==> src/rtl/mips_isa_pkg.sv <==
// MIPS ISA constants shared between the instruction encoder and the control
// decoder, plus a pure encoding function for symbolic operation requests.
package mips_isa_pkg;

  typedef enum logic [4:0] {
    OP_ADD   = 5'd0,
    OP_ADDU  = 5'd1,
    OP_SUBU  = 5'd2,
    OP_AND   = 5'd3,
    OP_OR    = 5'd4,
    OP_SLT   = 5'd5,
    OP_JR    = 5'd6,
    OP_ADDI  = 5'd7,
    OP_ADDIU = 5'd8,
    OP_ANDI  = 5'd9,
    OP_ORI   = 5'd10,
    OP_LUI   = 5'd11,
    OP_SW    = 5'd12,
    OP_LW    = 5'd13,
    OP_BEQ   = 5'd14,
    OP_J     = 5'd15,
    OP_JAL   = 5'd16
  } instr_op_e;

  localparam logic [5:0] OPCODE_RTYPE = 6'b000000;
  localparam logic [5:0] OPCODE_ADDI  = 6'b001000;
  localparam logic [5:0] OPCODE_ADDIU = 6'b001001;
  localparam logic [5:0] OPCODE_ANDI  = 6'b001100;
  localparam logic [5:0] OPCODE_ORI   = 6'b001101;
  localparam logic [5:0] OPCODE_LUI   = 6'b001111;
  localparam logic [5:0] OPCODE_SW    = 6'b101011;
  localparam logic [5:0] OPCODE_LW    = 6'b100011;
  localparam logic [5:0] OPCODE_BEQ   = 6'b000100;
  localparam logic [5:0] OPCODE_J     = 6'b000010;
  localparam logic [5:0] OPCODE_JAL   = 6'b000011;

  localparam logic [5:0] FUNC_ADD  = 6'b100000;
  localparam logic [5:0] FUNC_ADDU = 6'b100001;
  localparam logic [5:0] FUNC_SUBU = 6'b100011;
  localparam logic [5:0] FUNC_AND  = 6'b100100;
  localparam logic [5:0] FUNC_OR   = 6'b100101;
  localparam logic [5:0] FUNC_SLT  = 6'b101010;
  localparam logic [5:0] FUNC_JR   = 6'b001000;

  typedef struct packed {
    logic        legal;
    logic [31:0] word;
  } enc_t;

  // Map a symbolic request onto its 32-bit instruction word; illegal ops
  // come back with legal=0 and a zero word.
  function automatic enc_t encode_instr(input logic [4:0]  op,
                                        input logic [4:0]  rs,
                                        input logic [4:0]  rt,
                                        input logic [4:0]  rd,
                                        input logic [25:0] imm);
    enc_t r;
    r.legal = 1'b1;
    r.word  = '0;
    case (op)
      OP_ADD:   r.word = {OPCODE_RTYPE, rs, rt, rd, 5'd0, FUNC_ADD};
      OP_ADDU:  r.word = {OPCODE_RTYPE, rs, rt, rd, 5'd0, FUNC_ADDU};
      OP_SUBU:  r.word = {OPCODE_RTYPE, rs, rt, rd, 5'd0, FUNC_SUBU};
      OP_AND:   r.word = {OPCODE_RTYPE, rs, rt, rd, 5'd0, FUNC_AND};
      OP_OR:    r.word = {OPCODE_RTYPE, rs, rt, rd, 5'd0, FUNC_OR};
      OP_SLT:   r.word = {OPCODE_RTYPE, rs, rt, rd, 5'd0, FUNC_SLT};
      OP_JR:    r.word = {OPCODE_RTYPE, rs, 5'd0, 5'd0, 5'd0, FUNC_JR};
      OP_ADDI:  r.word = {OPCODE_ADDI,  rs, rt, imm[15:0]};
      OP_ADDIU: r.word = {OPCODE_ADDIU, rs, rt, imm[15:0]};
      OP_ANDI:  r.word = {OPCODE_ANDI,  rs, rt, imm[15:0]};
      OP_ORI:   r.word = {OPCODE_ORI,   rs, rt, imm[15:0]};
      OP_LUI:   r.word = {OPCODE_LUI,   5'd0, rt, imm[15:0]};
      OP_SW:    r.word = {OPCODE_SW,    rs, rt, imm[15:0]};
      OP_LW:    r.word = {OPCODE_LW,    rs, rt, imm[15:0]};
      OP_BEQ:   r.word = {OPCODE_BEQ,   rs, rt, imm[15:0]};
      OP_J:     r.word = {OPCODE_J,     imm};
      OP_JAL:   r.word = {OPCODE_JAL,   imm};
      default:  r.legal = 1'b0;
    endcase
    return r;
  endfunction

endpackage

==> src/rtl/mips_instr_encoder_if.sv <==
// Request and instruction-word stream signals of the encoder.
interface mips_instr_encoder_if #(parameter int ADDR_W = 10);
  logic              in_valid;
  logic              in_ready;
  logic [4:0]        in_op;
  logic [4:0]        in_rs;
  logic [4:0]        in_rt;
  logic [4:0]        in_rd;
  logic [25:0]       in_imm;
  logic              out_valid;
  logic              out_ready;
  logic [31:0]       out_data;
  logic [ADDR_W-1:0] out_addr;

  modport master (
    output in_valid, in_op, in_rs, in_rt, in_rd, in_imm, out_ready,
    input  in_ready, out_valid, out_data, out_addr
  );

  modport slave (
    input  in_valid, in_op, in_rs, in_rt, in_rd, in_imm, out_ready,
    output in_ready, out_valid, out_data, out_addr
  );
endinterface

==> src/rtl/instr_fifo.sv <==
// Synchronous FIFO; pointers carry one extra wrap bit to tell full from empty.
module instr_fifo #(
  parameter int DEPTH = 4,
  parameter int WIDTH = 32
) (
  input  logic             clk,
  input  logic             rst,
  input  logic             i_push,
  input  logic             i_pop,
  input  logic [WIDTH-1:0] i_din,
  output logic [WIDTH-1:0] o_dout,
  output logic             o_full,
  output logic             o_empty
);
  localparam int PTR_W = (DEPTH > 1) ? $clog2(DEPTH) : 1;
  localparam logic [PTR_W:0] PTR_ONE = {{PTR_W{1'b0}}, 1'b1};

  logic [WIDTH-1:0] r_mem [DEPTH];
  logic [PTR_W:0]   r_wr_ptr;
  logic [PTR_W:0]   r_rd_ptr;
  logic             w_do_push;
  logic             w_do_pop;

  assign w_do_push = i_push && !o_full;
  assign w_do_pop  = i_pop && !o_empty;

  // Storage write; the data array itself is never reset.
  always_ff @(posedge clk) begin
    if (w_do_push) r_mem[r_wr_ptr[PTR_W-1:0]] <= i_din;
  end

  // Read/write pointer advance; reset empties the FIFO.
  always_ff @(posedge clk) begin
    if (rst) begin
      r_wr_ptr <= '0;
      r_rd_ptr <= '0;
    end else begin
      if (w_do_push) r_wr_ptr <= r_wr_ptr + PTR_ONE;
      if (w_do_pop)  r_rd_ptr <= r_rd_ptr + PTR_ONE;
    end
  end

  assign o_empty = (r_wr_ptr == r_rd_ptr);
  assign o_full  = (r_wr_ptr[PTR_W] != r_rd_ptr[PTR_W]) &&
                   (r_wr_ptr[PTR_W-1:0] == r_rd_ptr[PTR_W-1:0]);
  assign o_dout  = r_mem[r_rd_ptr[PTR_W-1:0]];
endmodule

==> src/rtl/mips_instr_encoder.sv <==
// Encodes symbolic MIPS requests into instruction words and streams them,
// with an auto-incrementing word address, to the instruction-memory loader.
module mips_instr_encoder
  import mips_isa_pkg::*;
#(
  parameter int DEPTH  = 4,
  parameter int ADDR_W = 10
) (
  input  logic                clk,
  input  logic                rst,
  mips_instr_encoder_if.slave bus,
  input  logic                addr_clr,
  output logic                err_op,
  output logic [ADDR_W:0]     count
);
  localparam logic [ADDR_W-1:0] ADDR_ONE = {{(ADDR_W-1){1'b0}}, 1'b1};

  enc_t              w_enc;
  logic              w_accept;
  logic              w_push;
  logic              w_pop;
  logic              w_full;
  logic              w_empty;
  logic [31:0]       w_head;
  logic [ADDR_W-1:0] r_addr;
  logic [ADDR_W:0]   r_count;
  logic              r_err_op;

  // Delivered-word counter sticks at all-ones instead of wrapping.
  function automatic logic [ADDR_W:0] sat_inc(input logic [ADDR_W:0] v);
    return (v == '1) ? v : v + {{ADDR_W{1'b0}}, 1'b1};
  endfunction

  assign w_enc    = encode_instr(bus.in_op, bus.in_rs, bus.in_rt, bus.in_rd, bus.in_imm);
  assign w_accept = bus.in_valid && bus.in_ready;
  assign w_push   = w_accept && w_enc.legal;
  assign w_pop    = bus.out_valid && bus.out_ready;

  instr_fifo #(
    .DEPTH (DEPTH),
    .WIDTH (32)
  ) u_fifo (
    .clk     (clk),
    .rst     (rst),
    .i_push  (w_push),
    .i_pop   (w_pop),
    .i_din   (w_enc.word),
    .o_dout  (w_head),
    .o_full  (w_full),
    .o_empty (w_empty)
  );

  // in_ready follows only the registered fill level, so a pop never
  // frees a slot within the same cycle.
  assign bus.in_ready  = !w_full;
  assign bus.out_valid = !w_empty;
  assign bus.out_data  = bus.out_valid ? w_head : 32'd0;
  assign bus.out_addr  = r_addr;
  assign count         = r_count;
  assign err_op        = r_err_op;

  // Word address: clear wins over the delivery increment.
  always_ff @(posedge clk) begin
    if (rst)           r_addr <= '0;
    else if (addr_clr) r_addr <= '0;
    else if (w_pop)    r_addr <= r_addr + ADDR_ONE;
  end

  // Saturating count of delivered words.
  always_ff @(posedge clk) begin
    if (rst)        r_count <= '0;
    else if (w_pop) r_count <= sat_inc(r_count);
  end

  // One-cycle flag for an accepted request whose op was dropped as illegal.
  always_ff @(posedge clk) begin
    if (rst) r_err_op <= 1'b0;
    else     r_err_op <= w_accept && !w_enc.legal;
  end
endmodule

==> src/flat_wrapper.sv <==
// flat-port wrapper written by rule: the top's interface ports become plain ports
module mips_instr_encoder_flat import mips_isa_pkg::*;
#(
  parameter int DEPTH  = 4,
  parameter int ADDR_W = 10
)
  (clk, rst, addr_clr, err_op, count, bus_in_valid, bus_in_op, bus_in_rs, bus_in_rt, bus_in_rd, bus_in_imm, bus_out_ready, bus_in_ready, bus_out_valid, bus_out_data, bus_out_addr);
  mips_instr_encoder_if #(.ADDR_W(ADDR_W)) bus_i ();
  input  logic clk;
  input  logic rst;
  input  logic addr_clr;
  output logic err_op;
  output logic [ADDR_W:0] count;
  input wire logic [$bits(bus_i.in_valid)-1:0] bus_in_valid;
  input wire logic [$bits(bus_i.in_op)-1:0] bus_in_op;
  input wire logic [$bits(bus_i.in_rs)-1:0] bus_in_rs;
  input wire logic [$bits(bus_i.in_rt)-1:0] bus_in_rt;
  input wire logic [$bits(bus_i.in_rd)-1:0] bus_in_rd;
  input wire logic [$bits(bus_i.in_imm)-1:0] bus_in_imm;
  input wire logic [$bits(bus_i.out_ready)-1:0] bus_out_ready;
  output wire logic [$bits(bus_i.in_ready)-1:0] bus_in_ready;
  output wire logic [$bits(bus_i.out_valid)-1:0] bus_out_valid;
  output wire logic [$bits(bus_i.out_data)-1:0] bus_out_data;
  output wire logic [$bits(bus_i.out_addr)-1:0] bus_out_addr;
  assign bus_i.in_valid = bus_in_valid;
  assign bus_i.in_op = bus_in_op;
  assign bus_i.in_rs = bus_in_rs;
  assign bus_i.in_rt = bus_in_rt;
  assign bus_i.in_rd = bus_in_rd;
  assign bus_i.in_imm = bus_in_imm;
  assign bus_i.out_ready = bus_out_ready;
  assign bus_in_ready = bus_i.in_ready;
  assign bus_out_valid = bus_i.out_valid;
  assign bus_out_data = bus_i.out_data;
  assign bus_out_addr = bus_i.out_addr;
  mips_instr_encoder #(.DEPTH(DEPTH), .ADDR_W(ADDR_W)) u_core (.clk(clk), .rst(rst), .bus(bus_i), .addr_clr(addr_clr), .err_op(err_op), .count(count));
endmodule
==> config.mk <==
export PLATFORM = sky130hd
export DESIGN_NAME = mips_instr_encoder_flat
export DESIGN_NICKNAME = d
export VERILOG_FILES = /design/src/rtl/mips_isa_pkg.sv /design/src/rtl/mips_instr_encoder_if.sv /design/src/rtl/instr_fifo.sv /design/src/rtl/mips_instr_encoder.sv /design/src/flat_wrapper.sv
export SDC_FILE = /design/constraint.sdc
export NUM_CORES = 1
export LEC_CHECK = 0
export CAP_MARGIN = 15
export CORE_MARGIN = 2
export CORE_UTILIZATION = 40
export CTS_BUF_LIST = sky130_fd_sc_hd__clkbuf_4 sky130_fd_sc_hd__clkbuf_8
export CTS_CLUSTER_DIAMETER = 50
export CTS_CLUSTER_SIZE = 8
export DETAILED_ROUTE_END_ITERATION = 12
export PLACE_DENSITY = 0.66
export SLEW_MARGIN = 10
export SYNTH_ARGS = -nofsm -noshare
export SYNTH_HDL_FRONTEND = slang
export SYNTH_SLANG_ARGS = --single-unit
==> constraint.sdc <==
create_clock -name clk -period 5.51 [get_ports clk]
set_input_delay 1.102 -clock clk [delete_from_list [all_inputs] [get_ports clk]]
set_output_delay 1.102 -clock clk [all_outputs]
set_load 0.03 [all_outputs]
; ---- Word level (Yosys, flattened, before mapping)
; Memory sizes are Yosys's and may differ from the RTL's. A register that Yosys moved wholly into a read port is not among the register bits.
; Cells that the tools add are included.
[totals]
mem_count = 1
word_cells = 52
output_inout_bits = 56
ram_bits = 128
latch_bits = 0
register_bits = 28
in_bits = 51
romBits = 0
[classes]
n_addsub = 4
n_bitwise = 1
div_mod_pow = 0
n_reduce_logical = 14
muxes = 7
n_shift = 0
mul = 0
eq_ne = 20
n_lt_le_gt_ge = 0
[mem_list]
columns = name, depth, word_bits, read_ports, rd_ports_with_merged_regs, write_ports, line
row1 = u_core.u_fifo.r_mem, 4, 32, 1, 1, 1, instr_fifo.sv:18  ; logic [WIDTH-1:0] r_mem [DEPTH];
[op_table]
columns = cell, count
row1 = $pmux W32 S17, 1
row2 = $eq A5 B4 Y1 const B, 8
row3 = $mux W32, 1
row4 = $eq A5 B3 Y1 const B, 4
row5 = $reduce_or A17 Y1, 1
row6 = $add A11 B1 Y11 const B, 1
row7 = $eq A11 B11 Y1 const B, 1
row8 = $add A10 B1 Y10 const B, 1
row9 = $eq A5 B2 Y1 const B, 2
row10 = $logic_and A1 B1 Y1, 7
row11 = $add A3 B1 Y3 const B, 2
row12 = $eq A5 B1 Y1 const B, 1
row13 = $eq A5 B5 Y1 const B, 1
row14 = $logic_not A5 Y1, 1
row15 = $mux W2, 2
row16 = $eq A3 B3 Y1, 1
row17 = $logic_not A1 Y1, 3
row18 = $mux W1, 3
row19 = $eq A2 B2 Y1, 1
row20 = $reduce_and A2 Y1, 1
row21 = $reduce_or A2 Y1, 1
row22 = $ne A1 B1 Y1, 1
row23 = $not A1 Y1, 1

; ---- Logic depth before layout (Yosys ltp)
; Gate-level depths: netlist of run 1.
[logic_depth]
word_depth = 8
ltp_mapped = 6
depth_no_buf = 5

; ---- Modules after synthesis
; From an unflattened synthesis of run 1, not the netlist that was laid out.
[hier_totals]
cells_unflattened = 469
area_unflattened_um2 = 6954.2
[by_module_without_submodules]
columns = mod, cells_each, instances, area_per_inst_um2, seq_area_each_um2
row1 = instr_fifo, 235, 1, 5177.5, 4003.8
row2 = mips_instr_encoder, 234, 1, 1776.7, 440.4

; ---- Least setup slack after synthesis of run 1
; No wires, ideal clock.
[synth_timing]
kind = input to register
start = in bus_in_op[1]
end = mem u_core.u_fifo.r_mem[2][0] (enable)
path_buffers = 1
cell_stages = 4
t_arrival_ps = 2818
t_required_ps = 5119
setup_ps = 391
path_slack_ps = 2302
path_cell_list = clkbuf_1 > o41ai_1 > and3_1 > and2_1
[synth_between]
elab_chain_cells = 7
word_cells_on_any_way = 23
cone_classes = eq/ne (16) / mux (3) / reduce/logical (4)
[synth_rtl]
columns = element, line
row1 = from (decl), flat_wrapper.sv:15  ; input wire logic [$bits(bus_i.in_op)-1:0] bus_in_op;
row2 = "$eq A5 B1 Y1, or another cell as far along", mips_isa_pkg.sv:60  ; case (op)
row3 = $reduce_or A17 Y1 (no source line) *, -
row4 = $mux W1 *, mips_isa_pkg.sv:60
row5 = $logic_and A1 B1 Y1 *, mips_instr_encoder.sv:36  ; assign w_push = w_accept && w_enc.legal;
row6 = $logic_and A1 B1 Y1 *, instr_fifo.sv:24  ; assign w_do_push = i_push && !o_full;
row7 = $mux W1 *, instr_fifo.sv:29  ; if (w_do_push) r_mem[r_wr_ptr[PTR_W-1:0]] <= i_din;
row8 = $mux W1 (implied by the code) *, instr_fifo.sv:29
row9 = to (decl), instr_fifo.sv:18
; Mark *: on every way between the ends. The rest lies on a longest branch, timed or not.

; ---- Worst setup path after layout of run 1
[layout_timing]
start = reg u_core.u_fifo.r_wr_ptr[1]
end = out bus_out_data[21]
[layout_between]
elab_chain_cells = 2
[layout_rtl]
columns = element, line
row1 = from (decl), instr_fifo.sv:19  ; logic [PTR_W:0] r_wr_ptr;
row2 = from (signal assigned), instr_fifo.sv:38  ; if (w_do_push) r_wr_ptr <= r_wr_ptr + PTR_ONE;
row3 = $eq A3 B3 Y1, instr_fifo.sv:43  ; assign o_empty = (r_wr_ptr == r_rd_ptr);
row4 = $mux W32, mips_instr_encoder.sv:57  ; assign bus.out_data = bus.out_valid ? w_head : 32'd0;
row5 = to (decl), flat_wrapper.sv:23  ; output wire logic [$bits(bus_i.out_data)-1:0] bus_out_data;
; Every way passes these cells.

==> run summary, run 1 <==
CTS sink count: 154
Final Hold Viols: 0
CTS Buffer Depth: 2
DP HPWL: 9404 microns
number of global-route vias before repair: 4131
r2r setup slk: 3.24 ns
Vias: 4142
Hold/Removal Path Class: flip-flop to flip-flop
first-pass GRT wire length: 21780 microns
worst r2r path cells: 5
routed wire length: 13900 microns
remaining antenna violation count after routing: 0
crit path launch type: flip-flop
cts bufs inserted: 17
final worst-path cycle share: 75.97%
post-CTS sizing: 0
Worst-Margin Slew: 1.055 ns
P_int: 2018 uW
starting density of the core: 40.59%
htree depth: 4
iteration-0 DRC count of the detailed router: 189
NumNets Final: 611
clk_lat worst skew: 0.43 ns
Finished Layout Cells: 784
routed vias/inst: 5.283
port buffer count: 105
Yosys reg bits: 154
Final GP Congestion: 0.8072
max-cap violation count: 0
Synth Flop Type: edfxtp_1
max_slew headroom: 29.25%
Pwr per Cell Area: 329.6 nW/um^2
die area: 17760 sq um
combinational share of power: 21.0%
Setup Fix Bufs, Post-CTS: 0
initial antenna violation count: 1
Placement Rows: 47
final setup fails: 0
crit path to: bus_out_data[21]
n_diodes: 0
Synth top cells by count: 124 x edfxtp_1, 35 x nor2b_1, 31 x mux4_2, 30 x dfxtp_1, 20 x a21oi_1
synth warn: 0
Area Overhead vs Synth: 24.90%
Post-Syn Instances: 450
CTS Root Buffer Type: clkbuf_8
Worst Hold Depth: 2
ys async rst share: 0%
Critical Path Start: u_core.u_fifo.r_wr_ptr[1]
NetSw: 732.5 uW
Area contributors post-synth: edfxtp_1 56%, mux4_2 10%, dfxtp_1 9.0%
Chip Height: 133.3 microns
hold buffers post-CTS: 0
RSZ-0062 raised after global routing: no
switch share: 26.63%
die span in x: 133.3 microns
Final WS setup: 1.324 ns
Worst EP arrival: 3.08 ns
pre-CTS setup slack: 1.531 ns
io pins: 107
fillers: 1366
TritonCTS clock tree: done
Netlist cell types: 50
Placed Instances: 753
Clk pin slew, worst setup/hold paths: 0.07 ns
total grt overflow: 0
final setup TNS: 0 ns
synthesized area: 6683 sq um
final hold slack: 0.4897 ns
Critical Path RT: 4.41 ns
routed length per placed instance: 17.73 microns
top-count cell post-synth: edfxtp_1
number of synthesized flops with an enable pin: 124
worst r2r src: u_core.u_fifo.r_wr_ptr[1]
syn nets: 508
sequential element share of the synthesized area: 64.71%
worst reg2reg endpoint: u_core.bus.out_addr[6]
Peak Freq: 0.2389 GHz
TritonRoute pass-1 iters: 4
Critical Path Sink Type: output port
share of power burned in registers: 48.2%
peak supply drop: 0.1279 mV
Tot GR Track Use: 16.11%
critical hold path startpoint: u_core.bus.out_addr[9]
Pleak: 0.002702 uW
clock share of power: 30.8%
cell taking the most area after synthesis: edfxtp_1
DRC violations left: 0
Max Slew Vio Count: 0
min cycle time layout: 4.186 ns
WS Path Type: flip-flop to output port
Synth top area share: 55.72%
Core ar.: 16470 sq um
largest net degree at the start of global routing: 33
CP max FO: 20
post-route clock skew: 0.01228 ns
layout cell share with drive strength beyond 1: 14.01%
run status: completed
Syn Area/Cell: 14.85 sq um
## critical path, stage by stage (launching register included)
cell	delay (ns)
dfxtp_1	0.50
xor2_2	0.19
nor3_2	0.86
buf_4	0.40
nor2b_1	0.08
clkdlybuf4s50_1	0.61
## area by class of cell
class                      count  area, sq um  share of cell area [%]
sequential                   154         4327                   51.84
tap                          220        275.3                   3.298
timing repair buffer         110         1086                   13.01
clock buffer                  20        256.5                   3.073
multi-input combinational    261         2222                   26.62
clock inverter                10        146.4                   1.754
inverter                       9        33.78                  0.4047
## layout by cell type (no fill, tap or decap), drive strengths merged, types with 2 or more instances in the layout
cell	netlist	final
a21oi	20	20
nand2	19	19
clkdlybuf4s50	0	105
clkinv	0	5
o41ai	3	3
and3	5	5
mux4	31	31
a221oi	2	2
a22o	15	15
ha	7	7
edfxtp	124	124
xor2	4	4
clkbuf	19	21
o311ai	2	2
mux2	2	2
nor2	14	14
a31oi	4	4
dfxtp	30	30
nand2b	2	2
mux2i	2	2
inv	9	10
o31ai	9	9
nand3	8	8
nor3	7	7
or4	7	7
nand4	5	5
nor2b	35	35
and2	10	10
o211a	2	2
buf	7	4
xnor2	10	10
a211oi	2	2
o21ai	13	13
a21o	2	2
nor4	2	2
or3	7	7
bufinv	0	3
## metrics by stage
step | power, uW | util [%] | cell area (sq um)
after CTS | 2783 | 50.66 | 8342
after global placement | 1925 | 48.21 | 7939
after global routing | 2869 | 50.69 | 8347
after detailed placement | 1940 | 48.21 | 7939
final | 2751 | 50.69 | 8347
after floorplan | 1714 | - | 6683
## power groups by stage
stage	Sequential, uW	Combinational (uW)	Clock, uW
after global placement	1350	574	0
final	1330	576	848
after CTS	1330	586	869
after global routing	1330	615	922
after floorplan	1340	378	0
after detailed placement	1350	585	0
## flip-flops by register name (all words and copies together), names as in the netlist, named ones only
signal	cells
u_core.u_fifo.r_mem	124
u_core.bus.out_addr	10
u_core.u_fifo.r_wr_ptr	3
u_core.u_fifo.r_rd_ptr	3
u_core.count	11
u_core.err_op	1
## cell families after synthesis
family / Yosys count / synth area share [%]
AND/OR/NAND/NOR: 125 / 10.41
buffers and inverters: 35 / 2.191
adder cells (fa/ha/maj): 7 / 1.311
flip-flops: 154 / 64.71
AO/OA/AOI/OAI: 79 / 8.182
XOR/XNOR: 14 / 2.060
multiplexers: 35 / 11.08
other: 1 / 0.05612
## how the worst min path moves through the flow
stage                                endpoint  slack, ns
floorplan           u_core.u_fifo.r_rd_ptr[2]       0.52
global placement       u_core.bus.out_addr[9]       0.46
detailed placement     u_core.bus.out_addr[9]       0.48
CTS                    u_core.bus.out_addr[9]       0.49
global route           u_core.bus.out_addr[9]       0.51
finish                 u_core.bus.out_addr[9]       0.49
## metal layers
| metal | routed length [microns] | GRT usage (%) | vias to the layer above |
|---|---|---|---|
| li1 | - | - | 1958 |
| met4 | 236 | 5.556 | 2 |
| met3 | 598 | 4.833 | 13 |
| met1 | 5768 | 19.08 | 2082 |
| met5 | 13 | 0 | - |
| met2 | 7279 | 28.04 | 87 |
Power figures use the tool's default switching activity.
==> run 2: changes to the inputs <==
--- a/config.mk
+++ b/config.mk
@@ -12,7 +12,7 @@
 export CTS_CLUSTER_DIAMETER = 50
 export CTS_CLUSTER_SIZE = 8
 export DETAILED_ROUTE_END_ITERATION = 12
-export PLACE_DENSITY = 0.66
+export PLACE_DENSITY = 0.68
 export SLEW_MARGIN = 10
 export SYNTH_ARGS = -nofsm -noshare
 export SYNTH_HDL_FRONTEND = slang
==> constraint.sdc (replaced) <==
create_clock -name clk -period 3.6 [get_ports clk]
set_input_delay 0.72 -clock clk [delete_from_list [all_inputs] [get_ports clk]]
set_output_delay 0.72 -clock clk [all_outputs]
set_load 0.03 [all_outputs]
==> run summary, run 2 (synthesis gave the netlist of run 1 again) <==
TritonRoute pass-1 iters: 4
first-pass GRT wire length: 22430 microns
final setup fails: 0
Max Slew Vio Count: 0
die area: 17760 sq um
Chip Height: 133.3 microns
DP HPWL: 9387 microns
max reg flops: 124
die span in x: 133.3 microns
post-CTS sizing: 1
Core ar.: 16470 sq um
Final Hold Viols: 0
Area Overhead vs Synth: 25.97%
io pins: 107
max-cap violation count: 0
TritonCTS clock tree: done
Placement Rows: 47
WHS Endpoint: u_core.bus.out_addr[9]
Worst EP arrival: 2.68 ns
fillers: 1375
area occupied by multi-input gates: 2228 sq um
number of global-route vias before repair: 4279
most frequent cells in the layout: 124 x edfxtp_1, 105 x clkdlybuf4s50_1, 35 x nor2b_1
Setup Fix Bufs, Post-CTS: 0
worst reg2reg endpoint: u_core.count[4]
routed vias/inst: 5.302
cts bufs inserted: 17
starting density of the core: 40.59%
port buffer count: 105
Critical Path RT: 2.88 ns
Worst-Margin Slew: 0.9829 ns
routed wire length: 14200 microns
Peak Freq: 0.2939 GHz
Hold/Removal Path Class: flip-flop to flip-flop
routed length per placed instance: 17.84 microns
total power: 4172 uW
CP max FO: 22
r2r setup slk: 1.38 ns
Sequential Area: 4327 sq um
min cycle time layout: 3.402 ns
peak supply drop: 0.2179 mV
remaining antenna violation count after routing: 0
layout cell share with drive strength beyond 1: 15.45%
Critical Path Sink Type: output port
worst r2r path cells: 5
run status: completed
Finished Layout Cells: 796
CTS Root Buffer Type: clkbuf_8
largest net degree at the start of global routing: 33
max_slew headroom: 33.62%
CTS Buffer Depth: 2
Vias: 4220
post-route clock skew: 0.01379 ns
Final GP Congestion: 0.8017
commonest non-fill, non-tap cell in the layout: edfxtp_1
initial antenna violation count: 0
Pleak: 0.002750 uW
Tot GR Track Use: 16.64%
RSZ-0062 raised after global routing: no
n_diodes: 0
NumNets Final: 621
worst r2r src: u_core.u_fifo.r_wr_ptr[0]
Worst Hold Depth: 2
WS Path Type: flip-flop to output port
iteration-0 DRC count of the detailed router: 251
DRC violations left: 0
final worst-path cycle share: 94.51%
clk_lat worst skew: 0.45 ns
final setup TNS: 0 ns
Pwr per Cell Area: 495.6 nW/um^2
htree depth: 4
hold buffers post-CTS: 0
CTS sink count: 154
total grt overflow: 0
Clk pin slew, worst setup/hold paths: 0.08 ns
critical hold path startpoint: u_core.bus.out_addr[9]
Placed Instances: 764
crit path launch type: flip-flop
final hold slack: 0.4918 ns
run 2: cell type report:
cell class	count	area share (%)
clock inverter	13	1.531
tap	220	3.270
sequential	154	51.40
timing repair buffer	120	13.97
multi-input combinational	261	26.47
clock buffer	19	2.958
inverter	9	0.4013
run 2: worst max-delay path, cell delays in order, from the launching register on:
cell,delay (ns)
dfxtp_1,0.48
xor2_2,0.19
nor3_4,0.65
buf_12,0.25
nor2b_1,0.06
clkdlybuf4s50_1,0.59
run 2: worst max-delay path by stage:
| stage | from | to | slack (ns) |
|---|---|---|---|
| final | u_core.u_fifo.r_wr_ptr[1] | bus_out_data[24] | 0.20 |
| after global routing | u_core.u_fifo.r_wr_ptr[0] | bus_out_data[11] | 0.02 |
| after CTS | u_core.u_fifo.r_wr_ptr[1] | bus_out_data[11] | 0.16 |
| after detailed placement | u_core.u_fifo.r_wr_ptr[1] | bus_out_data[11] | 0.36 |
| after global placement | u_core.u_fifo.r_wr_ptr[1] | bus_out_data[11] | 0.45 |
| after floorplan | bus_in_op[1] | u_core.u_fifo.r_mem[2][0] | 0.77 |
run 2: where the power goes:
part           internal, uW  switching (uW)  total [uW]
Combinational           426             508         933
Sequential             1980            28.4        2010
Clock                   623             609        1230
run 2: stage by stage:
step	setup slack, ns	cell area (sq um)	util, %
finish	0.1978	8418	51.12
global route	0.02216	8418	51.12
CTS	0.1562	8418	51.12
detailed placement	0.3639	8034	48.79
global placement	0.4474	8034	48.79
floorplan	0.7735	6683	-
run 2: metal layers:
metal | track usage [%] | up-vias | routed length (microns)
met3 | 4.604 | 17 | 813
met2 | 28.32 | 125 | 7130
met1 | 20.01 | 2091 | 5997
met5 | 0 | - | 0
met4 | 6.915 | 0 | 259
li1 | - | 1987 | -
==> run 3: changes to the inputs <==
--- a/config.mk
+++ b/config.mk
@@ -10,9 +10,10 @@
 export CORE_UTILIZATION = 40
 export CTS_BUF_LIST = sky130_fd_sc_hd__clkbuf_4 sky130_fd_sc_hd__clkbuf_8
 export CTS_CLUSTER_DIAMETER = 50
-export CTS_CLUSTER_SIZE = 8
 export DETAILED_ROUTE_END_ITERATION = 12
 export PLACE_DENSITY = 0.68
+export RECOVER_POWER = 50
+export SKIP_CTS_REPAIR_TIMING = 1
 export SLEW_MARGIN = 10
 export SYNTH_ARGS = -nofsm -noshare
 export SYNTH_HDL_FRONTEND = slang
==> run summary, run 3 (synthesis gave the netlist of run 1 again) <==
post-route clock skew: 0.01298 ns
Pwr per Cell Area: 496.3 nW/um^2
iteration-0 DRC count of the detailed router: 249
routed wire length: 14190 microns
r2r setup slk: 1.06 ns
Placement Rows: 47
peak supply drop: 0.2246 mV
Final Hold Viols: 0
final worst-path cycle share: 92.07%
worst r2r src: u_core.u_fifo.r_wr_ptr[1]
final setup TNS: 0 ns
largest net degree at the start of global routing: 33
combinational share of power: 22.3%
number of global-route vias before repair: 4277
fillers: 1385
Clk pin slew, worst setup/hold paths: 0.08 ns
clock share of power: 29.5%
total grt overflow: 0
max reg flops: 124
Peak Freq: 0.3017 GHz
htree depth: 4
max_slew headroom: 33.90%
switch share: 27.46%
NetSw: 1146 uW
Worst-Margin Slew: 0.9787 ns
Core ar.: 16470 sq um
RSZ-0062 raised after global routing: no
P_int: 3026 uW
Hold/Removal Path Class: flip-flop to flip-flop
final setup fails: 0
n_diodes: 0
critical hold path startpoint: u_core.bus.out_addr[9]
min cycle time layout: 3.314 ns
Vias: 4230
Chip Height: 133.3 microns
WS Path Type: flip-flop to output port
remaining antenna violation count after routing: 0
die span in x: 133.3 microns
routed vias/inst: 5.307
Critical Path RT: 2.88 ns
routed length per placed instance: 17.80 microns
Final GP Congestion: 0.8017
share of power burned in registers: 48.1%
NumNets Final: 622
max-cap violation count: 0
commonest non-fill, non-tap cell in the layout: edfxtp_1
final hold slack: 0.4864 ns
Tot GR Track Use: 16.62%
Critical Path Sink Type: output port
run status: completed
starting density of the core: 40.59%
CTS sink count: 154
CP max FO: 22
die area: 17760 sq um
WHS Endpoint: u_core.bus.out_addr[9]
worst reg2reg endpoint: u_core.count[6]
worst r2r path cells: 5
Max Slew Vio Count: 0
CTS Buffer Depth: 2
port buffer count: 105
TritonCTS clock tree: done
CTS Root Buffer Type: clkbuf_8
DRC violations left: 0
cts bufs inserted: 17
TritonRoute pass-1 iters: 4
Worst EP arrival: 2.59 ns
initial antenna violation count: 0
Worst Hold Depth: 2
clk_lat worst skew: 0.46 ns
io pins: 107
first-pass GRT wire length: 22400 microns
crit path launch type: flip-flop
most frequent cells in the layout: 124 x edfxtp_1, 80 x clkdlybuf4s50_1, 35 x nor2b_1
Area Overhead vs Synth: 25.80%
DP HPWL: 9387 microns
Pleak: 0.002815 uW
layout cell share with drive strength beyond 1: 14.90%
==> run 3: changes by cell type in the layout (fill, tap and decap cells not counted), moves of 3 or more <==
cell             change
buf_4                -6
and2_0               +5
dlygate4sd3_1       +25
clkdlybuf4s50_1     -25
and2_1               -5
clkbuf_1             +3
clkbuf_2             +4
==> run 3: power groups by stage <==
stage / Sequential, uW / Combinational, uW / Clock [uW]
global route: 2010 / 997 / 1330
finish: 2010 / 931 / 1230
CTS: 2010 / 945 / 1270
global placement: 2040 / 930 / 0
detailed placement: 2050 / 943 / 0
floorplan: 2040 / 579 / 0
==> run 3: layout make-up <==
type | instances | area (sq um) | area share [%]
clock buffers | 19 | 249.0 | 2.962
clock inverters | 13 | 128.9 | 1.533
inverters | 9 | 33.78 | 0.4018
multi-input cells | 261 | 2231 | 26.54
flip-flops and latches | 154 | 4327 | 51.47
well taps | 220 | 275.3 | 3.274
repair buffers | 121 | 1162 | 13.83
==> run 3: layer usage <==
| layer | up-vias | global-route usage, % | part of all wire (%) |
|---|---|---|---|
| li1 | 1993 | - | - |
| met1 | 2105 | 19.95 | 42 |
| met2 | 113 | 28.32 | 50 |
| met3 | 19 | 4.604 | 5.8 |
| met4 | 0 | 6.915 | 1.9 |
| met5 | - | 0 | 0 |
==> run 3: metrics by stage <==
step / setup slack (ns) / area, sq um / cells / utilization [%] / power (uW)
2_1_floorplan: 0.7735 / 6683 / 450 / - / 2623
4_1_cts: -0.1363 / 8412 / 796 / 51.09 / 4219
3_5_place_dp: 0.3639 / 8034 / 764 / 48.79 / 2991
3_3_place_gp: 0.4474 / 8034 / 764 / 48.79 / 2974
5_1_grt: 0.1321 / 8407 / 797 / 51.06 / 4343
6_report: 0.2856 / 8407 / 797 / 51.06 / 4172
==> run 3: worst max-delay path, stage by stage, from the launching register on <==
cell and delay, ns:
dfxtp_1 0.48, xor2_2 0.35, nor3_4 0.13, buf_4 0.20
buf_12 0.16, nor2b_1 0.13, clkdlybuf4s50_1 0.68
==> run 3: how the worst max path moves through the flow <==
stage / startpoint / endpoint / slack, ns / depth (start not counted)
finish: u_core.u_fifo.r_wr_ptr[1] / bus_out_data[11] / 0.29 / 6
global route: u_core.u_fifo.r_wr_ptr[1] / bus_out_data[11] / 0.13 / 6
global placement: u_core.u_fifo.r_wr_ptr[1] / bus_out_data[11] / 0.45 / 5
CTS: u_core.u_fifo.r_wr_ptr[1] / bus_out_data[11] / -0.14 / 5
floorplan: bus_in_op[1] / u_core.u_fifo.r_mem[2][0] / 0.77 / 4
detailed placement: u_core.u_fifo.r_wr_ptr[1] / bus_out_data[11] / 0.36 / 5
